File: src/rtl/pipe_stage_latch.sv
// pipe_stage_latch: parametrised inter-stage pipeline register.
// It holds a PC, an instruction word and NUM_OPS operands in a main/skid pair
// with a valid/ready handshake, synchronous flush and bubble (NOP) insertion.
// The performance counters are built only when PIPE_STAGE_PERF_EN is defined.
// When it is not defined, the counter ports still exist and are tied to zero.
module pipe_stage_latch #(
  parameter int unsigned     PC_W     = 32,
  parameter int unsigned     INSN_W   = 32,
  parameter int unsigned     DATA_W   = 32,
  parameter int unsigned     NUM_OPS  = 2,
  parameter logic [INSN_W-1:0] NOP_INSN = '0,
  parameter int unsigned     CNT_W    = 32
) (
  input  logic                      clock,
  input  logic                      reset,
  input  logic                      in_valid,
  output logic                      in_ready,
  input  logic [PC_W-1:0]           in_pc,
  input  logic [INSN_W-1:0]         in_insn,
  input  logic [NUM_OPS*DATA_W-1:0] in_ops,
  output logic                      out_valid,
  input  logic                      out_ready,
  output logic [PC_W-1:0]           out_pc,
  output logic [INSN_W-1:0]         out_insn,
  output logic [NUM_OPS*DATA_W-1:0] out_ops,
  input  logic                      flush,
  output logic [CNT_W-1:0]          stall_cnt,
  output logic [CNT_W-1:0]          bubble_cnt,
  output logic [CNT_W-1:0]          flush_cnt
);

  localparam int unsigned OPS_W = NUM_OPS * DATA_W;

  if (NUM_OPS < 1 || NUM_OPS > 4) begin : g_bad_num_ops
    $error("pipe_stage_latch: NUM_OPS must be in 1..4");
  end

  typedef enum logic [1:0] {
    ST_EMPTY = 2'd0,
    ST_ONE   = 2'd1,
    ST_FULL  = 2'd2
  } state_t;

  state_t state_q, state_d;

  logic load_m_in;
  logic load_m_skid;
  logic load_s_in;
  logic accept;
  logic consume;

  logic [PC_W-1:0]   m_pc,   s_pc;
  logic [INSN_W-1:0] m_insn, s_insn;
  logic [OPS_W-1:0]  m_ops,  s_ops;

  // Both handshake outputs decode directly from the state flops, so neither
  // one has a combinational path from out_ready.
  assign in_ready  = (state_q != ST_FULL);
  assign out_valid = (state_q != ST_EMPTY);
  assign accept    = in_valid & in_ready;
  assign consume   = out_valid & out_ready;

  // State register; reset discards both entries regardless of flush/handshake
  always_ff @(posedge clock) begin
    if (reset) state_q <= ST_EMPTY;
    else       state_q <= state_d;
  end

  // Next-state and entry load controls; flush forces EMPTY over any handshake
  always_comb begin
    state_d     = state_q;
    load_m_in   = 1'b0;
    load_m_skid = 1'b0;
    load_s_in   = 1'b0;
    if (flush) begin
      state_d = ST_EMPTY;
    end else begin
      unique case (state_q)
        ST_EMPTY: begin
          if (accept) begin
            load_m_in = 1'b1;
            state_d   = ST_ONE;
          end
        end
        ST_ONE: begin
          if (consume && accept) begin
            load_m_in = 1'b1;
          end else if (consume) begin
            state_d = ST_EMPTY;
          end else if (accept) begin
            load_s_in = 1'b1;
            state_d   = ST_FULL;
          end
        end
        ST_FULL: begin
          if (consume) begin
            load_m_skid = 1'b1;
            state_d     = ST_ONE;
          end
        end
        default: state_d = ST_EMPTY;
      endcase
    end
  end

  // Entry field registers; validity lives in the state, so no reset is needed
  always_ff @(posedge clock) begin
    if (load_m_in) begin
      m_pc   <= in_pc;
      m_insn <= in_insn;
      m_ops  <= in_ops;
    end else if (load_m_skid) begin
      m_pc   <= s_pc;
      m_insn <= s_insn;
      m_ops  <= s_ops;
    end
    if (load_s_in) begin
      s_pc   <= in_pc;
      s_insn <= in_insn;
      s_ops  <= in_ops;
    end
  end

  // The output mux makes a bubble look like a NOP. Stale field contents are never visible.
  assign out_pc   = out_valid ? m_pc   : '0;
  assign out_insn = out_valid ? m_insn : NOP_INSN;
  assign out_ops  = out_valid ? m_ops  : '0;

`ifdef PIPE_STAGE_PERF_EN
  logic [CNT_W-1:0] stall_q, bubble_q, flush_q;

  // Saturating event counters sampled from the pre-edge state (flush cycles included)
  always_ff @(posedge clock) begin
    if (reset) begin
      stall_q  <= '0;
      bubble_q <= '0;
      flush_q  <= '0;
    end else begin
      if (out_valid && !out_ready && stall_q != '1)  stall_q  <= stall_q + CNT_W'(1);
      if (!out_valid && out_ready && bubble_q != '1) bubble_q <= bubble_q + CNT_W'(1);
      if (flush && flush_q != '1)                    flush_q  <= flush_q + CNT_W'(1);
    end
  end

  assign stall_cnt  = stall_q;
  assign bubble_cnt = bubble_q;
  assign flush_cnt  = flush_q;
`else
  assign stall_cnt  = '0;
  assign bubble_cnt = '0;
  assign flush_cnt  = '0;
`endif

endmodule

File: config.mk
export PLATFORM = sky130hd
export DESIGN_NAME = pipe_stage_latch
export DESIGN_NICKNAME = d
export VERILOG_FILES = /design/src/rtl/pipe_stage_latch.sv
export SDC_FILE = /design/constraint.sdc
export NUM_CORES = 1
export LEC_CHECK = 0
export ABC_AREA = 1
export ABC_CLOCK_PERIOD_IN_PS = 12400
export CORE_MARGIN = 1.5
export CORE_UTILIZATION = 35
export DETAILED_ROUTE_END_ITERATION = 7
export PLACE_DENSITY = 0.63
export SLEW_MARGIN = 10
export SYNTH_ARGS = -nofsm -noshare
export SYNTH_HDL_FRONTEND = slang
export SYNTH_SLANG_ARGS = --single-unit
export TNS_END_PERCENT = 100
File: constraint.sdc
create_clock -name clock -period 12.4 [get_ports clock]
set_input_delay 1.86 -clock clock [delete_from_list [all_inputs] [get_ports clock]]
set_output_delay 1.86 -clock clock [all_outputs]
set_load 0.005 [all_outputs]
==> results of run 1 <==
state kept, by name, summed over array words and instances (netlist names):
name     flops
state_q      2
m_insn      32
m_ops       64
s_insn      32
s_ops       64
m_pc        32
s_pc        32
through the flow:
stage               setup slack [ns]  power, mW
floorplan                      0.894       1.11
global placement                7.58       1.17
detailed placement              7.51       1.17
CTS                             8.02       2.02
global route                    7.90       2.08
finish                          8.09       1.99
worst paths after layout:
kind                                 start           end  slack, ns  cells after the start
worst max register to register  state_q[1]     m_ops[24]       9.53                      4
worst min register to register     s_pc[4]       m_pc[4]       0.52                      2
worst min-delay path               s_pc[4]       m_pc[4]       0.52                      2
worst max-delay path            state_q[1]  out_insn[28]       8.09                      4
worst register-to-register path: cells and delay by family (launching register included):
| kind | cells | cell delay, ns |
|---|---|---|
| AND/OR/NAND/NOR | 1 | 0.21 |
| flip-flops | 1 | 0.49 |
| buffers and inverters | 2 | 1.57 |
| AO/OA/AOI/OAI | 1 | 0.18 |
power by group through the flow:
stage	clock network (mW)	registers, mW	logic [mW]
finish	0.841	0.992	0.159
global route	0.908	0.994	0.180
CTS	0.869	0.992	0.162
detailed placement	0	1.01	0.161
global placement	0	1.01	0.158
floorplan	0	1.02	0.0987
routing by layer:
layer / vias to the layer above / GRT usage
li1: 3651 / -
met1: 3249 / 0.158
met2: 271 / 0.241
met3: 51 / 0.0379
met4: 2 / 0.0495
met5: - / 0
final cells by class:
type	count	area, um2	area share
flip-flops and latches	258	7730	0.513
repair buffers	270	2680	0.178
multi-input cells	498	2180	0.145
inverters	261	980	0.0651
clock buffers	33	741	0.0492
well taps	442	553	0.0367
clock inverters	19	189	0.0126
diodes	2	5.00	0.000332
cells in the final DEF (no fill, tap or decap):
cell                              netlist  final
sky130_fd_sc_hd__a21oi_1                2      1
sky130_fd_sc_hd__a21oi_4                0      1
sky130_fd_sc_hd__buf_4                100      8
sky130_fd_sc_hd__bufinv_16              0      4
sky130_fd_sc_hd__clkbuf_1               2      4
sky130_fd_sc_hd__clkbuf_16              0     29
sky130_fd_sc_hd__clkdlybuf4s50_1        0    262
sky130_fd_sc_hd__clkinv_1               0     12
sky130_fd_sc_hd__clkinvlp_4             0      2
sky130_fd_sc_hd__conb_1                 1     96
sky130_fd_sc_hd__dfxtp_1                2      2
sky130_fd_sc_hd__diode_2                0      2
sky130_fd_sc_hd__edfxtp_1             256    256
sky130_fd_sc_hd__inv_1                261    261
sky130_fd_sc_hd__inv_6                  0      1
sky130_fd_sc_hd__nand2_1              134    134
sky130_fd_sc_hd__nand2_2                1      1
sky130_fd_sc_hd__nand3_1                2      2
sky130_fd_sc_hd__nand3b_4               1      1
sky130_fd_sc_hd__nor2_1               132    131
sky130_fd_sc_hd__nor2_4                 1      2
sky130_fd_sc_hd__nor3_2                 0      1
sky130_fd_sc_hd__o21ai_0                6      6
sky130_fd_sc_hd__o21ai_1               98     98
sky130_fd_sc_hd__o21ai_2               24     24
cells by family after synthesis:
group,synth area share
buf+inv,0.175
flops,0.670
compound gates,0.0642
other cells,0.000325
simple gates,0.0911
Yosys cell counts, drive strengths merged:
cell type	number	area, um2
inv	261	980
edfxtp	256	7690
buf	136	1030
nand2	135	509
nor2	133	507
o21ai	128	731
a21oi	2	10.0
clkbuf	2	7.51
dfxtp	2	40.0
nand3	2	10.0
conb	1	3.75
nand3b	1	20.0
nor3	1	5.00
==> impl_metrics.sql, run 1 <==
INSERT INTO impl_metrics (metric_group, metric, value, unit) VALUES
('place', 'detailed_place.area', '0.0141', 'mm2'),
('pwr', 'p_switching', '422', 'uW'),
('place', 'placed_cells_incl_taps', '1729', ''),
('finish', 'post_route_cells_drive_above_1_share', '0.0553', ''),
('routing', 'drtPass1Iterations', '4', ''),
('finish', 'areaGrowthSynthToFinish', '30.4', '%'),
('min_path', 'worst_hold_class', 'reg2reg', ''),
('sta', 'period_minus_slack', '4.31', 'ns'),
('sta', 'worst_slew_margin_relative_to_its_limit', '0.336', ''),
('routing', 'wl_met1', '9190', 'um'),
('synthesis', 'yosysWarningCount', '0', ''),
('grt', 'vias_in_the_first_global_route', '6917', ''),
('pwr', 'static-leakage-power', '6.44', 'nW'),
('routing', 'met3_length', '1730', 'um'),
('finish', 'final-instance-count-excl-fill', '1783', ''),
('setup_path', 'worstPathRequired', '10.54', 'ns'),
('routing', 'routed_vias', '7224', ''),
('sta', 'worstMarginPinSlew', '0.996', 'ns'),
('sta', 'rsz0062_at_grt', 'false', ''),
('synthesis', 'synth.ff_latch_count', '258', ''),
('sta', 'timing.final.setup_violations', '0', ''),
('pwr', 'seq_power_share', '0.498', ''),
('synthesis', 'syn_inst', '1060', ''),
('clock_network', 'postCtsSetupRepairBufs', '0', ''),
('routing', 'vias_per_cell', '4.05', ''),
('setup_path', 'crit_path_start_kind', 'flop', ''),
('setup_path', 'end_kind', 'output pin', ''),
('floorplanning', 'io-pin-count', '359', ''),
('floorplanning', 'placement_rows', '66', ''),
('clock_network', 'ctsLongestPathBuffers', '3', ''),
('sta', 'fin_worst_skew', '0.0195', 'ns'),
('setup_path', 'critPathMaxFanout', '77', ''),
('clock_network', 'cts.reportedPaths.clkPinSlew', '0.06', 'ns'),
('sta', 'setup_total_negative_slack', '0', 'ns'),
('pwr', 'vdd_ir_drop_max', '0.0796', 'mV'),
('setup_path', 'path_cells', 'nor2_4 > buf_4 > nor2_1 > clkdlybuf4s50_1', ''),
('job', 'drv.max_cap_violation_count', '0', ''),
('place', 'gp_congestion', '0.824', ''),
('grt', 'initial_antenna_violation_count', '6', ''),
('synthesis', 'syn_area_per_cell', '10.9', 'um2'),
('clock_network', 'cts_hold_buf', '0', ''),
('pwr', 'clockPowerShare', '0.422', ''),
('floorplanning', 'chipWidth', '185', 'um'),
('place', 'buffer_ports.inserted', '262', ''),
('pwr', 'internal_power', '1.57', 'mW'),
('sta', 'achievable-frequency', '0.232', 'GHz'),
('clock_network', 'cts_root_buf', 'sky130_fd_sc_hd__clkbuf_16', ''),
('sta', 'timing.final.crit_share', '0.348', ''),
('setup_path', 'crit_slowest_cell', 'sky130_fd_sc_hd__buf_4', ''),
('finish', 'finish.net_count', '1451', ''),
('sta', 'fin_hold_ws', '0.520', 'ns'),
('pwr', 'p_per_area', '132', 'mW/mm2'),
('setup_path', 'cp.arrival', '2.45', 'ns'),
('floorplanning', 'die_area', '0.0341', 'mm2'),
('floorplanning', 'core_region_area', '0.0325', 'mm2'),
('routing', 'wl_per_cell', '13.1', 'um'),
('clock_network', 'clkLatencyLatePin', '0.54', 'ns'),
('finish', 'n_fill_cell', '2979', ''),
('grt', 'grt_pass1_wl', '36400', 'um'),
('routing', 'top_layer_used', 'met5', ''),
('finish', 'stdcell_area', '0.0151', 'mm2'),
('routing', 'detailedRoute.firstIterationViolations', '357', ''),
('outcome', 'result_of_the_run', 'complete, no violations', ''),
('floorplanning', 'floorplan.initialDensity', '0.355', ''),
('setup_path', 'crit_type', 'reg2out', ''),
('pwr', 'power.switching_fraction', '0.212', ''),
('routing', 'antenna_violating_nets_left', '0', ''),
('pwr', 'comb_power_share', '0.080', ''),
('clock_network', 'tritoncts.num_buffers', '29', ''),
('grt', 'grt_max_degree', '91', ''),
('setup_path', 'crit_buf_inv', '2', '');
Note: power is estimated with default switching activity, not from simulation.
==> inputs of run 2 (changes only) <==
Settings changed: ABC_CLOCK_PERIOD_IN_PS 12400 to 3600, PLACE_DENSITY 0.63 to 0.65.
Clock period 12.4 ns to 3.6 ns, I/O delays scaled along.
==> impl_metrics.sql, run 2 (synthesis gave the netlist of run 1 again) <==
INSERT INTO impl_metrics (metric_group, metric, value, unit) VALUES
('floorplanning', 'core_region_area', '0.0325', 'mm2'),
('finish', 'finish.net_count', '1454', ''),
('sta', 'final-max-slew-violation-count', '0', ''),
('pwr', 'report.power.total', '6.85', 'mW'),
('floorplanning', 'die_y', '185', 'um'),
('grt', 'remaining_overflow_grt', '0', ''),
('finish', 'post_route_cells_drive_above_1_share', '0.0597', ''),
('place', 'buffer_ports.inserted', '262', ''),
('finish', 'final-instance-count-excl-fill', '1785', ''),
('pwr', 'seq_power_share', '0.499', ''),
('routing', 'wl_per_cell', '13.1', 'um'),
('floorplanning', 'io-pin-count', '359', ''),
('clock_network', 'ctsResizeCount', '0', ''),
('grt', 'vias_in_the_first_global_route', '6733', ''),
('sta', 'final_critical_path_setup_slack', '0.910', 'ns'),
('min_path', 'worst_hold_class', 'reg2reg', ''),
('setup_path', 'crit_type', 'reg2out', ''),
('sta', 'timing.final.crit_share', '0.747', ''),
('routing', 'drtPass1Iterations', '4', ''),
('finish', 'commonest_cells_after_routing_fill_and_taps_aside', 'sky130_fd_sc_hd__clkdlybuf4s50_1, sky130_fd_sc_hd__inv_1, sky130_fd_sc_hd__edfxtp_1', ''),
('clock_network', 'clkLatencyLatePin', '0.54', 'ns'),
('sta', 'finalHoldViolations', '0', ''),
('floorplanning', 'placement_rows', '66', ''),
('sta', 'fin_hold_ws', '0.520', 'ns'),
('grt', 'track_usage', '0.134', ''),
('routing', 'routed_wirelength', '23300', 'um'),
('clock_network', 'ctsLongestPathBuffers', '3', ''),
('place', 'detailed_place.area', '0.0143', 'mm2'),
('floorplanning', 'floorplan.initialDensity', '0.355', ''),
('clock_network', 'tritoncts.num_buffers', '28', ''),
('finish', 'final_common_cell', 'sky130_fd_sc_hd__clkdlybuf4s50_1', ''),
('place', 'gp_congestion', '0.775', ''),
('pwr', 'vdd_ir_drop_max', '0.352', 'mV'),
('sta', 'worstMarginPinSlew', '0.643', 'ns'),
('routing', 'antenna_violating_nets_left', '0', ''),
('job', 'drv.max_cap_violation_count', '0', ''),
('pwr', 'p_per_area', '450', 'mW/mm2'),
('routing', 'detailedRoute.firstIterationViolations', '310', ''),
('clock_network', 'cts_root_buf', 'sky130_fd_sc_hd__clkbuf_16', ''),
('sta', 'fin_worst_skew', '0.0206', 'ns'),
('pwr', 'power.switching_fraction', '0.207', ''),
('routing', 'vias_per_cell', '4.02', ''),
('grt', 'grt_pass1_wl', '35600', 'um'),
('sta', 'achievable-frequency', '0.372', 'GHz'),
('place', 'hpwl', '15900', 'um'),
('pwr', 'comb_power_share', '0.083', ''),
('pwr', 'static-leakage-power', '6.50', 'nW'),
('min_path', 'worst_hold_path.num_cells', '2', ''),
('setup_path', 'worstPathRequired', '3.06', 'ns'),
('routing', 'routed_vias', '7180', ''),
('place', 'detailedPlace.worstSlack', '0.907', 'ns'),
('floorplanning', 'chipWidth', '185', 'um'),
('finish', 'areaGrowthSynthToFinish', '31.8', '%'),
('clock_network', 'cts-htree-levels', '1', ''),
('setup_path', 'worst-r2r-cell-count', '3', ''),
('sta', 'timing.final.setup_violations', '0', ''),
('place', 'placed_cells_incl_taps', '1733', ''),
('setup_path', 'critPathMaxFanout', '96', ''),
('routing', 'drc_errors', '0', ''),
('clock_network', 'cts_hold_buf', '0', ''),
('floorplanning', 'die_area', '0.0341', 'mm2'),
('sta', 'period_minus_slack', '2.69', 'ns'),
('clock_network', 'cts.reportedPaths.clkPinSlew', '0.06', 'ns'),
('finish', 'stdcell_area', '0.0152', 'mm2'),
('grt', 'initial_antenna_violation_count', '3', ''),
('pwr', 'clockPowerShare', '0.418', ''),
('clock_network', 'clock_sinks', '258', ''),
('outcome', 'result_of_the_run', 'complete, no violations', ''),
('setup_path', 'cp.arrival', '2.15', 'ns'),
('clock_network', 'tritoncts', 'built', ''),
('setup_path', 'crit_path_start_kind', 'flop', ''),
('setup_path', 'end_kind', 'output pin', ''),
('pwr', 'p_switching', '1.41', 'mW'),
('sta', 'worst_slew_margin_relative_to_its_limit', '0.571', ''),
('pwr', 'internal_power', '5.43', 'mW'),
('finish', 'layout_top_registers', 'm_ops x64, s_ops x64', ''),
('clock_network', 'postCtsSetupRepairBufs', '0', ''),
('sta', 'rsz0062_at_grt', 'false', ''),
('grt', 'grt_max_degree', '97', '');
-- run 2: path summary, 6_finish.rpt --
kind              start           end  slack (ns)
max          state_q[1]  out_insn[22]        0.91
min          s_insn[28]    m_insn[28]        0.52
max reg2reg  state_q[1]      m_pc[23]        1.65
min reg2reg  s_insn[28]    m_insn[28]        0.52
-- run 2: layout make-up --
class,count,area (um2)
fill,2966,17300
sequential,258,7730
timing repair buffer,274,2840
multi-input combinational,498,2180
inverter,261,987
clock buffer,40,767
tap,442,553
clock inverter,10,146
antenna,2,5.00
-- run 2: worst max-delay path, cell delays in order (launching register included) --
cell                              delay (ns)
sky130_fd_sc_hd__dfxtp_1                0.48
sky130_fd_sc_hd__nor2_4                 0.09
sky130_fd_sc_hd__buf_12                 0.24
sky130_fd_sc_hd__nor2_1                 0.23
sky130_fd_sc_hd__clkdlybuf4s50_1        0.54
-- run 2: power by group through the flow --
stage          Combinational, mW  Sequential (mW)  Clock (mW)
2_1_floorplan              0.342             3.48           0
3_3_place_gp               0.567             3.48           0
3_5_place_dp               0.578             3.48           0
4_1_cts                    0.581             3.42        2.96
5_1_grt                    0.641             3.42        3.09
6_report                   0.569             3.42        2.86
-- run 2: layer usage --
layer / global-route usage / share of wire / up-vias
met4: 0.0361 / 0.017 / 0
met3: 0.0458 / 0.090 / 34
met2: 0.237 / 0.50 / 272
met5: 0 / 0 / -
li1: - / - / 3650
met1: 0.154 / 0.40 / 3224
-- run 2: through the flow --
stage,util,TNS [ns]
floorplan,-,-79.89
global placement,0.439,0
detailed placement,0.439,0
CTS,0.467,0
global route,0.467,0
finish,0.467,0
